[config.mk]
export PLATFORM = sky130hd
export DESIGN_NAME = cube_frame_receiver
export DESIGN_NICKNAME = d
export VERILOG_FILES = /design/src/rtl/cube_pkg.sv /design/src/rtl/pin_sync_edge.sv /design/src/rtl/cube_frame_receiver.sv
export SDC_FILE = /design/constraint.sdc
export NUM_CORES = 2
export LEC_CHECK = 0
export BUFFER_PORTS_ARGS = -buffer_cell sky130_fd_sc_hd__buf_2
export CAP_MARGIN = 20
export CORE_MARGIN = 4
export CORE_UTILIZATION = 30
export DETAILED_ROUTE_END_ITERATION = 8
export PLACE_DENSITY_LB_ADDON = 0.15
export SYNTH_ARGS = -nofsm -noshare
export SYNTH_HDL_FRONTEND = slang
export SYNTH_HIERARCHICAL = 1
export SYNTH_SLANG_ARGS = --single-unit
[constraint.sdc]
create_clock -name Clk -period 3.8 [get_ports Clk]
set_input_delay 0.38 -clock Clk [delete_from_list [all_inputs] [get_ports Clk]]
set_output_delay 0.38 -clock Clk [all_outputs]
set_load 0.02 [all_outputs]
[src/rtl/cube_pkg.sv]
// Shared constants, state type and select-decoding helpers for the cube pin-bus receiver.
package cube_pkg;
   localparam int CUBE_DIM   = 8;
   localparam int LAYER_BITS = 64;
   localparam int CELL_COUNT = 512;
   localparam int PIN_WIDTH  = 15;
   localparam int SEL_LSB    = 0;
   localparam int SEL_MSB    = 7;
   localparam int PIN_SER    = 8;
   localparam int PIN_SCLK   = 9;
   localparam int PIN_LATCH  = 10;
   localparam int PIN_OE_N   = 11;
   localparam int CNT_W      = 7;
   localparam logic [CNT_W-1:0] CNT_FULL = 7'd64;
   localparam logic [CNT_W-1:0] CNT_SAT  = 7'd65;

   typedef enum logic [1:0] {
      ST_IDLE   = 2'd0,
      ST_SHIFT  = 2'd1,
      ST_COMMIT = 2'd2
   } rx_state_t;

   function automatic logic is_onehot(input logic [CUBE_DIM-1:0] sel);
      return (sel != 8'd0) && ((sel & (sel - 8'd1)) == 8'd0);
   endfunction

   function automatic logic [2:0] onehot_index(input logic [CUBE_DIM-1:0] sel);
      logic [2:0] idx;
      idx = 3'd0;
      for (int i = 0; i < CUBE_DIM; i++) begin
         if (sel[i]) idx = 3'(i);
      end
      return idx;
   endfunction
endpackage

[src/rtl/pin_sync_edge.sv]
// Two-flop synchronizer with rising-edge detect; edges stay masked until the
// history flop holds a real pin sample, so a pin already high at reset release is not an edge.
module pin_sync_edge (
   input  logic i_clk,
   input  logic i_reset,
   input  logic i_pin,
   output logic o_rise
);
   logic       r_s1;
   logic       r_s2;
   logic       r_prev;
   logic [2:0] r_arm;

   always_ff @(posedge i_clk) begin
      if (i_reset) begin
         r_s1   <= 1'b0;
         r_s2   <= 1'b0;
         r_prev <= 1'b0;
         r_arm  <= 3'b000;
      end else begin
         r_s1   <= i_pin;
         r_s2   <= r_s1;
         r_prev <= r_s2;
         r_arm  <= {r_arm[1:0], 1'b1};
      end
   end

   assign o_rise = r_s2 & ~r_prev & r_arm[2];
endmodule

[src/rtl/cube_frame_receiver.sv]
// Cube pin-bus receiver: shifts serial layer data, validates latches and publishes
// a double-buffered frame once all layers of the frame have been captured.
module cube_frame_receiver #(
   parameter int LAYER_BITS = cube_pkg::LAYER_BITS,
   parameter int NUM_LAYERS = cube_pkg::CUBE_DIM
) (
   input  logic                             Clk,
   input  logic                             Reset,
   input  logic [cube_pkg::PIN_WIDTH-1:0]   Pins,
   output logic [LAYER_BITS*NUM_LAYERS-1:0] Cells,
   output logic                             FrameValid,
   output logic                             FrameErr,
   output logic [NUM_LAYERS-1:0]            LayerMask
);
   import cube_pkg::*;

   logic [NUM_LAYERS:0]            r_dat_s1;
   logic [NUM_LAYERS:0]            r_dat_s2;
   logic [LAYER_BITS-1:0]          r_shift;
   logic [CNT_W-1:0]               r_cnt;
   logic [NUM_LAYERS-1:0]          r_mask;
   logic [LAYER_BITS*NUM_LAYERS-1:0] r_buf;
   logic [LAYER_BITS*NUM_LAYERS-1:0] r_cells;
   logic                           r_valid;
   logic                           r_err;
   rx_state_t                      r_state;

   logic                  w_sclk_rise;
   logic                  w_latch_rise;
   logic                  w_unused_pins;
   logic [NUM_LAYERS-1:0] w_sel;
   logic                  w_ser;
   logic [LAYER_BITS-1:0] w_shift_next;
   logic [CNT_W-1:0]      w_cnt_next;
   logic                  w_capture;
   logic [2:0]            w_idx;
   logic [NUM_LAYERS-1:0] w_mask_next;

   pin_sync_edge u_sclk  (.i_clk(Clk), .i_reset(Reset), .i_pin(Pins[PIN_SCLK]),  .o_rise(w_sclk_rise));
   pin_sync_edge u_latch (.i_clk(Clk), .i_reset(Reset), .i_pin(Pins[PIN_LATCH]), .o_rise(w_latch_rise));

   assign w_unused_pins = ^Pins[PIN_WIDTH-1:PIN_OE_N];

   // The latch decision sees the post-shift data and count when both strobes coincide
   always_comb begin
      w_sel        = r_dat_s2[NUM_LAYERS-1:0];
      w_ser        = r_dat_s2[NUM_LAYERS];
      w_shift_next = r_shift;
      w_cnt_next   = r_cnt;
      if (w_sclk_rise) begin
         w_shift_next = {r_shift[LAYER_BITS-2:0], w_ser};
         w_cnt_next   = (r_cnt >= CNT_SAT) ? CNT_SAT : (r_cnt + 7'd1);
      end else begin
         w_shift_next = r_shift;
         w_cnt_next   = r_cnt;
      end
      w_capture   = w_latch_rise && (w_cnt_next == CNT_FULL) && is_onehot(w_sel);
      w_idx       = onehot_index(w_sel);
      w_mask_next = (r_state == ST_COMMIT) ? '0 : r_mask;
      if (w_capture) begin
         w_mask_next = w_mask_next | w_sel;
      end else begin
         w_mask_next = w_mask_next;
      end
   end

   always_ff @(posedge Clk) begin
      if (Reset) begin
         r_dat_s1 <= '0;
         r_dat_s2 <= '0;
         r_shift  <= '0;
         r_cnt    <= '0;
         r_mask   <= '0;
         r_buf    <= '0;
         r_cells  <= '0;
         r_valid  <= 1'b0;
         r_err    <= 1'b0;
         r_state  <= ST_IDLE;
      end else begin
         r_dat_s1 <= {Pins[PIN_SER], Pins[SEL_MSB:SEL_LSB]};
         r_dat_s2 <= r_dat_s1;
         r_shift  <= w_shift_next;
         r_cnt    <= w_latch_rise ? 7'd0 : w_cnt_next;
         r_mask   <= w_mask_next;
         r_err    <= w_latch_rise && !w_capture;
         r_valid  <= (r_state == ST_COMMIT);
         if (r_state == ST_COMMIT) begin
            r_cells <= r_buf;
         end
         if (w_capture) begin
            r_buf[32'(w_idx)*LAYER_BITS +: LAYER_BITS] <= w_shift_next;
         end
         // COMMIT lasts exactly the one cycle in which the mask reads all-ones
         case (r_state)
            ST_IDLE, ST_SHIFT, ST_COMMIT: begin
               if (w_latch_rise) begin
                  r_state <= (w_mask_next == '1) ? ST_COMMIT : ST_IDLE;
               end else if (w_sclk_rise) begin
                  r_state <= ST_SHIFT;
               end else if (r_state == ST_COMMIT) begin
                  r_state <= (r_cnt != 7'd0) ? ST_SHIFT : ST_IDLE;
               end
            end
            default: r_state <= ST_IDLE;
         endcase
      end
   end

   assign Cells      = r_cells;
   assign FrameValid = r_valid;
   assign FrameErr   = r_err;
   assign LayerMask  = r_mask;
endmodule

==> results.md <==
- Vias in the first global route: 32731
- Final HPWL DP: between 90 and 100 mm
- Die area: about 150000 um^2
- Cell count after synthesis: between 4000 and 5000
- Tightest Pin Transition: roughly 1.2 ns
- Worst endpoint data arrival time: approximately 4.2 ns
- Number of fill cells: 14565
- Gr ovfl total: 0
- P_sw: between 5 and 6 mW
- H-tree depth: 4
- Register area share after synthesis: 0.541
- Worst-skew pair later-pin latency: between 0.7 and 0.8 ns
- Pin count of the biggest net entering global routing: roughly 230
- Dominant synthesized flop cell: dfxtp_1
- DRT antenna net count: 0
- Total number of vias: 33618
- Placed cell area: 46400 um^2
- Internal: just under 20 mW
- Placed Cells incl. Taps: 6900
- Per-cell routed wire length: ~20 um
- Hold Crit Class: in2reg
- # diodes: 0
- Clock buffer depth: 3
- Final hold vios: 0
- Final instance area: 50700 um^2
- Layout area overhead: 20.6%
- Total of max-cap violations: 0
- Ys async rst share: 0
- Post-synth EDFFs: 0
- Power share of the combinational group: 0.026
- Worst vdd ir: around 0.00034 V
- Synthesized cell area: 42100 um^2
- Drt pass-1 iters: 5
- Sw frac: 0.225
- Synthesized Nets: between 4000 and 5000
- Post-synth cell types: 56
- Worst-path fanout max: 64
- Status: finished clean
- Die X: approximately 380 um
- Global-route wire length before repair: roughly 210 mm
- Clock skew: ~0.035 ns
- Starting DRT DRC Count: 2246
- Rel. slew slack: 0.219
- Initial Utilization: 0.302
- Core area: 139000 um^2
- Wirelength, routed: roughly 140 mm
- Ys Warns: 6
- Synth top area share: 0.541
- Post CTS Setup Buffer Count: 0
- Layout cells sized above 1: 0.168
- Nets: around 5200
- Critical path class: reg2reg
- Crit-path cells: nor2b_1 -> o21bai_1 -> a21oi_1 -> inv_1 -> ha_1 -> ha_1 -> inv_1 -> a2111oi_2 -> o2111ai_4 -> buf_4 -> nand3b_1 -> o21ai_0
- Initial antenna violation count: 0
- Reg area: between 20000 and 25000 um^2
- Clk sinks: around 1100
- Total CTS buffers: ~130
- TritonCTS clock tree: built
- Chip height: 383 um
- Reg clk slew, reported paths: 0.06 ns
- PortBufs: roughly 530
- Ratio of final minimum period to clock period: 0.937
- RSZ-0062 raised after global routing: false
- Synthesized flop and latch total: 1137
- Cell Rows: roughly 140
- Sequential Power Share: 0.477
- Multi-input gate area: ~18000 um^2
- Max incr delay on CP: between 0.5 and 0.6 ns
- Gr usage total: 0.190
- WP data required: between 4 and 5 ns
- Mean Syn Cell Area: between 8 and 9 um^2
- IO Pins: 539
- Ranking of synthesized cells by area: dfxtp_1 (54%), nand2_1 (12%), a21oi_1 (6.2%), nand3b_1 (5.8%), mux2i_1 (5.7%)
- Leak pwr: between 15 and 20 nW
- Vias per inst: ~4.7
- Fin. max-slew vios: 0
- Top cell type by total area after synthesis: dfxtp_1
- Fmax: between 200 and 300 MHz
- Final setup viols: 0
- Final min period: between 3 and 4 ns
- Nature of the critical path endpoint: flop
- Crit path launch type: flop
- Clk root buf: clkbuf_16
- Critical-path top delay cell: a2111oi_2
- DRC Markers: 0
- Power Dens Cells: between 400 and 500 nW/um^2
- Post-route insts no fill: ~7100
- GP Congestion: about 0.79
- Clock power share: 0.496
[per-stage QoR]
step           total power [mW]  hold WS (ns)  utilization  setup TNS, ns  setup slack, ns
2_1_floorplan              12.6         0.414            -              0            0.696
3_3_place_gp               12.9         0.415        0.333              0           0.0741
3_5_place_dp               12.9         0.425        0.333         -0.679          -0.0314
4_1_cts                    25.4         0.296        0.364              0            0.244
5_1_grt                    25.9         0.354        0.364              0         0.000258
6_report                   25.0         0.386        0.364              0            0.240
[cell type report]
| class | instances | share of cell area |
|---|---|---|
| clock buffer | 197 | 0.0776 |
| clock inverter | 26 | 0.00501 |
| inverter | 9 | 0.000666 |
| multi-input combinational | 3276 | 0.350 |
| sequential | 1137 | 0.449 |
| tap | 1876 | 0.0463 |
| timing repair buffer | 614 | 0.0720 |
[repair_timing]
action                                  CTS  global route
gates resized for setup                   1             0
endpoints found under the setup margin   64             0
hold buffers                             12             0
endpoints found under the hold margin    13             0
[kinds of logic after synthesis]
kind of cell,after synthesis,share of synthesized area
simple gates,2154,0.243
compound gates,810,0.0996
fa+ha+maj,5,0.00149
xor+xnor,5,0.00104
flops,1137,0.541
buf+inv,389,0.0406
mux,302,0.0737
[flip-flops by register name, indices dropped and copies added (netlist names), 2 cells and up]
name	cells
r_state	2
r_buf	512
Cells	512
LayerMask	8
r_shift	64
u_sclk/r_arm	3
r_dat_s1	9
r_dat_s2	9
r_cnt	7
u_latch/r_arm	3
[power groups by stage]
stage	Sequential, mW	Clock (mW)	Combinational [mW]
6_report	11.9	12.4	0.655
5_1_grt	11.9	13.3	0.707
4_1_cts	11.9	12.8	0.663
3_5_place_dp	12.2	0	0.650
3_3_place_gp	12.2	0	0.653
2_1_floorplan	12.2	0	0.415
[placed cells by master (no fill, tap or decap), types with 108 or more instances in the layout]
cell       instances
o21ai_0          192
nand2_1         1363
nand3b_1         325
mux2i_1          241
clkbuf_16        138
nor2_1           108
buf_2            533
nand2b_1         138
a21oi_1          524
dfxtp_1         1137
[routing by layer]
| metal | GRT usage | part of all wire | vias up | wire length, um |
|---|---|---|---|---|
| met1 | 0.235 | 0.43 | 16126 | 61300 |
| li1 | - | - | 16647 | - |
| met4 | 0.0529 | 0.023 | 0 | 3350 |
| met3 | 0.0514 | 0.061 | 174 | 8750 |
| met5 | 0 | 0 | - | 0 |
| met2 | 0.323 | 0.49 | 671 | 70000 |
[final timing paths]
kind,from,endpoint,slack [ns],cells past startpoint
worst max-delay path,r_dat_s2[1],r_buf[111],0.24,12
worst max register to register,r_dat_s2[1],r_buf[111],0.24,12
worst min-delay path,Pins[2],r_dat_s1[2],0.39,3
worst min register to register,r_buf[448],Cells[448],0.44,2
[cell usage after synthesis (8+ instances only)]
cell type	count
nor2_1	110
buf_1	42
dfxtp_1	1137
buf_8	12
nor3_1	8
buf_2	9
mux2i_1	241
or2b_1	55
o21ai_1	67
mux2_2	61
inv_1	9
nand3b_1	325
nand2b_1	138
a21oi_1	524
buf_6	9
o21ai_0	192
nand3_1	67
nor2b_1	51
nand2_1	1367
clkbuf_1	300
[worst max-delay path, delay by kind of cell, from the launching register on]
family	cells	cell delay, ns
adders and majority gates	2	0.58
buffers and inverters	3	0.60
and+or+nand+nor	2	0.41
AOI/OAI and AO/OA	5	1.20
DFF	1	0.41
No activity file was read; power rests on OpenSTA's default activity.
